`config.mk`:
```
export PLATFORM = sky130hd
export DESIGN_NAME = mac_sat_pipe
export DESIGN_NICKNAME = d
export VERILOG_FILES = /design/src/rtl/mac_sat_pipe.sv
export SDC_FILE = /design/constraint.sdc
export NUM_CORES = 1
export LEC_CHECK = 0
export ABC_AREA = 1
export BUFFER_PORTS_ARGS = -buffer_cell sky130_fd_sc_hd__buf_2
export CORE_ASPECT_RATIO = 0.7
export CORE_UTILIZATION = 30
export CTS_CLUSTER_DIAMETER = 100
export CTS_CLUSTER_SIZE = 12
export DETAILED_ROUTE_END_ITERATION = 8
export GPL_TIMING_DRIVEN = 1
export PLACE_DENSITY = 0.49
export SYNTH_ARGS = -nofsm -noshare
export SYNTH_HDL_FRONTEND = slang
export SYNTH_SLANG_ARGS = --single-unit
```
`constraint.sdc`:
```
create_clock -name clk -period 5.5 [get_ports clk]
set_input_delay 0.55 -clock clk [delete_from_list [all_inputs] [get_ports clk]]
set_output_delay 0.55 -clock clk [all_outputs]
set_load 0.03 [all_outputs]
```
`src/rtl/mac_sat_pipe.sv`:
```
// Pipelined signed multiply-accumulate with saturating accumulator and sticky overflow.
// Stage 1 registers the full-width product; stage 2 accumulates, clamps and flags.
module mac_sat_pipe #(
    parameter int WIDTH     = 8,
    parameter int ACC_WIDTH = 16
) (
    input  logic                        clk,
    input  logic                        reset,
    input  logic                        valid_in,
    input  logic                        clear,
    input  logic signed [WIDTH-1:0]     a,
    input  logic signed [WIDTH-1:0]     b,
    output logic signed [ACC_WIDTH-1:0] f,
    output logic                        valid_out,
    output logic                        overflow
);

    localparam int PW  = 2 * WIDTH;
    localparam int EXT = ACC_WIDTH + 1 - PW;

    generate
        if (WIDTH < 2) begin : g_width_chk
            $error("mac_sat_pipe: WIDTH must be >= 2");
        end
        if (ACC_WIDTH < 2 * WIDTH) begin : g_acc_chk
            $error("mac_sat_pipe: ACC_WIDTH must be >= 2*WIDTH");
        end
    endgenerate

    logic signed [PW-1:0]        a_x;
    logic signed [PW-1:0]        b_x;
    logic signed [PW-1:0]        prod;
    logic signed [PW-1:0]        prod_q;
    logic                        v_q;
    logic                        clr_q;

    logic signed [ACC_WIDTH-1:0] base;
    logic        [ACC_WIDTH:0]   sum;
    logic                        sat;
    logic signed [ACC_WIDTH-1:0] f_next;
    logic                        ovf_next;

    // Operands are sign-extended first so the product is computed at full width.
    assign a_x  = PW'(a);
    assign b_x  = PW'(b);
    assign prod = a_x * b_x;

    always_ff @(posedge clk) begin
        if (reset) begin
            prod_q <= '0;
            v_q    <= 1'b0;
            clr_q  <= 1'b0;
        end else begin
            if (valid_in) begin
                prod_q <= prod;
            end
            v_q   <= valid_in;
            clr_q <= clear;
        end
    end

    always_comb begin
        base = clr_q ? '0 : f;
        sum  = {base[ACC_WIDTH-1], base} + {{EXT{prod_q[PW-1]}}, prod_q};
        // One guard bit: overflow iff the top two bits of the sum disagree.
        sat  = sum[ACC_WIDTH] ^ sum[ACC_WIDTH-1];

        f_next = base;
        if (v_q) begin
            if (sat) begin
                f_next = sum[ACC_WIDTH] ? {1'b1, {(ACC_WIDTH-1){1'b0}}}
                                        : {1'b0, {(ACC_WIDTH-1){1'b1}}};
            end else begin
                f_next = sum[ACC_WIDTH-1:0];
            end
        end

        ovf_next = (~clr_q & overflow) | (v_q & sat);
    end

    always_ff @(posedge clk) begin
        if (reset) begin
            f         <= '0;
            valid_out <= 1'b0;
            overflow  <= 1'b0;
        end else begin
            f         <= f_next;
            valid_out <= v_q | clr_q;
            overflow  <= ovf_next;
        end
    end

endmodule

```
==> results summary <==
The total negative slack came out at 0 ps. The arrival time of data at the critical path endpoint is between 4000 and 5000 ps. In this run the critical register-to-register path is launched from clr_q.

The upper clock frequency limit is around 0.22 GHz. The setup slack after layout is just under 900 ps. In this run the mean area of a mapped cell was ~7 um2. The initial antenna violation count is 0. The utilization of the core after routing came out at between 30% and 40%. The clock tree synthesis step divided the H-tree into 2 levels. The overall track demand over capacity in global routing is 14.7%.

The max-cap check violation count is 0. The first-pass GRT wire length is slightly above 20,000 um. The clock passes through at most 2 buffers. The min-delay analysis places its worst path in the category reg2reg.

The layout overhead on the synthesized area came out at 8.97%. The relative slew slack is between 50% and 60%. The detailed-route wire length came out at about 11,000 um. After clock tree synthesis, the setup repair step added 0 buffers. Clock tree synthesis selected as its root buffer the cell sky130_fd_sc_hd__clkbuf_16.

Clock tree synthesis found a total of 36 sinks. Following the worst setup path forward leads to its endpoint at prod_q[12]. The number of antenna cells inserted came out at 0.

The number of I/O port buffers came out at 37. The starting density of the core is between 30% and 40%. The y dimension of the die is 111 um. The number of fill cells came out at 1,828. The power density normalized to cell area is 363 nW/um2. The Yosys warning count is 0. The number of slew-limit violations in the final report is 0. The number of nets in the layout is 862.

The number of buffers inserted by hold repair at cts came out at 0. The first detailed-routing pass took 5 iterations. The detailed-route wire length per cell is approximately 12 um.

The internal cell power came out at around 1.0 mW. The synthesized instance count is 723. The required time at the worst-slack endpoint came out at approximately 5700 ps. The count of unresolved DRC violations after routing came out at 0. The run finished with clean final reports. STA classifies the critical path startpoint as an input pin. The width of the chip is roughly 160 um. The detailed-route via count is 4,136.

The residual antenna-violating net count after detailed routing is 0. For this design the static power due to leakage is about 3.2 nW. The DRC violation total after the first TritonRoute iteration came out at 197. In this run the critical register-to-register path is captured at f[14]. Setup repair after global routing left no endpoint under its margin. The cell total after placement came out at 959. The sequential fraction of design power came out at between 10% and 20%. In this run the standard cell core region covers between 15,000 and 20,000 um2. The synthesized netlist net count is approximately 840.

The number of I/O pins came out at 38. The via density per instance came out at ~4.3. The switching component of the power came out at 1.00 mW. The HPWL after detailed placement is approximately 9400 um.

The via count of the first global-routing pass was around 4.2k. The clock input transition at the sequential cells of the worst setup and hold paths is around 50 ps. The worst setup path is captured at a flop. The share of layout cells above drive strength 1 is 10.7%.

The placer's final routability congestion estimate is slightly above 0.8. The overall die area came out at between 15,000 and 20,000 um2. The type of the worst setup path is in2reg. The CTS tree is done.

The maximum number of pins on one net before global-route repair came out at 23. The final hold violation count is 0. The global route total overflow is 0.

The routed design could run at a clock period as short as 4610 ps. The number of buffers inserted during clock tree synthesis is 5. The final setup skew is around 3.5 ps.

The overall power came out at about 2 mW. The post-cts gate resize count is 0. The clock insertion delay at the later pin of the skew report is between 200 and 300 ps.

The number of endpoints failing setup at the final stage is 0. For the pin with the worst max-slew slack, the measured transition is a little over 700 ps. The critical path starts at b[7]. Synthesis inferred 36 register bits. In this run the worst path has a maximum fanout of 9.

The final clock period utilization by the worst path came out at between 80% and 90%. The sequential cell area fraction in the yosys report came out at 14.2%. After synthesis the cells add up to around 5100 um2. The share of total power dissipated in the clock network is a little over an eighth. The setup slack of the worst register-to-register path is 2470 ps. The number of standard cells in the final layout excluding fillers came out at roughly 970. The number of distinct library cells after synthesis came out at 34. The maximum vdd drop is roughly 0.13 mV. The combinational share of power is approximately 69%. The cell depth of the worst flop-to-flop path came out at 12. The site row count came out at 39. At the placement stage, the worst setup path has a slack of around 570 ps. The switching part of the total power came out at roughly 50%.
[how the worst min path moves through the flow]
stage	from	endpoint	depth (start not counted)
after floorplan	prod_q[0]	prod_q[0]	2
after global placement	overflow	overflow	2
after detailed placement	overflow	overflow	2
after CTS	clear	clr_q	3
after global routing	clear	clr_q	3
final	overflow	overflow	2
[state kept, by name (all words and copies together), names as in the netlist]
signal,cells
v_q,1
clr_q,1
overflow,1
valid_out,1
prod_q,16
f,16
[routing by layer]
layer | wire length (um) | GRT usage (%) | share of wire (%)
met5 | 0 | 0 | 0
met2 | 4640 | 21.7 | 41
met4 | 57 | 1.94 | 0.50
met1 | 6370 | 23.0 | 56
met3 | 378 | 2.07 | 3.3
[critical path: stages]
cell	delay [ps]
sky130_fd_sc_hd__buf_2	80
sky130_fd_sc_hd__clkinv_1	240
sky130_fd_sc_hd__or2_2	390
sky130_fd_sc_hd__fa_1	510
sky130_fd_sc_hd__fa_1	510
sky130_fd_sc_hd__fa_1	510
sky130_fd_sc_hd__fa_1	540
sky130_fd_sc_hd__inv_1	40
sky130_fd_sc_hd__ha_1	360
sky130_fd_sc_hd__nand2_1	90
sky130_fd_sc_hd__o21ai_0	310
sky130_fd_sc_hd__a21oi_1	120
sky130_fd_sc_hd__or2_2	300
sky130_fd_sc_hd__nand3_1	70
sky130_fd_sc_hd__nand3_1	80
sky130_fd_sc_hd__nand2_1	70
sky130_fd_sc_hd__inv_1	30
[cell usage after synthesis (all sizes together)]
master | n | area share (%)
nand2 | 170 | 13
o221ai | 1 | 0.17
fa | 56 | 22
xnor2 | 7 | 1.2
dfxtp | 36 | 14
a21o | 1 | 0.15
nand4 | 1 | 0.12
nand3 | 26 | 2.9
buf | 2 | 0.62
and3 | 2 | 0.25
bufbuf | 1 | 0.64
ha | 45 | 11
xor2 | 12 | 2.1
nor2 | 58 | 4.5
o21bai | 1 | 0.15
o211ai | 3 | 0.44
a31oi | 6 | 0.74
a21oi | 38 | 4.9
clkbuf | 24 | 1.8
inv | 189 | 14
o21ai | 33 | 3.3
clkinv | 1 | 0.074
or2 | 6 | 0.74
nor3 | 1 | 0.099
nand3b | 3 | 0.44
[per-stage QoR]
step | hold WS (ps) | instance area, um2
detailed placement | 462 | 5380
floorplan | 448 | 5060
finish | 465 | 5520
global placement | 461 | 5380
CTS | 464 | 5520
global route | 476 | 5520
[final cells by class]
| type | count | area [um2] | share of cell area, % |
|---|---|---|---|
| clock buffer | 6 | 129 | 2.34 |
| multi-input combinational | 470 | 3470 | 63.0 |
| timing repair buffer | 38 | 193 | 3.49 |
| tap | 225 | 282 | 5.10 |
| inverter | 190 | 713 | 12.9 |
| clock inverter | 1 | 5.00 | 0.0907 |
| sequential | 36 | 721 | 13.1 |
[cell families (layout without fill, tap and decap cells)]
group | Yosys count | after routing | share of synthesized area (%)
DFF | 36 | 36 | 14.2
buffers and inverters | 217 | 235 | 17.1
adders and majority gates | 101 | 101 | 33.3
xor gates and xnor gates | 19 | 19 | 3.29
AOI/OAI and AO/OA | 83 | 83 | 9.79
and+or+nand+nor | 267 | 267 | 22.3
[placed cells by master, fill, tap and decap left out, drive strengths merged, types with 6 or more instances in the layout]
cell type | netlist | layout
ha | 45 | 45
nand3 | 26 | 26
or2 | 6 | 6
inv | 189 | 189
dfxtp | 36 | 36
clkbuf | 24 | 6
xnor2 | 7 | 7
nand2 | 170 | 170
xor2 | 12 | 12
a21oi | 38 | 38
o21ai | 33 | 33
nor2 | 58 | 58
fa | 56 | 56
buf | 2 | 38
a31oi | 6 | 6
[power groups by stage]
stage                     Clock [mW]  Sequential, mW  Combinational, mW
after floorplan                    0           0.369               1.11
after global routing           0.293           0.355               1.65
after global placement             0           0.354               1.40
after CTS                      0.285           0.350               1.40
final                          0.273           0.348               1.38
after detailed placement           0           0.354               1.39
(Power assumes the default switching activity.)
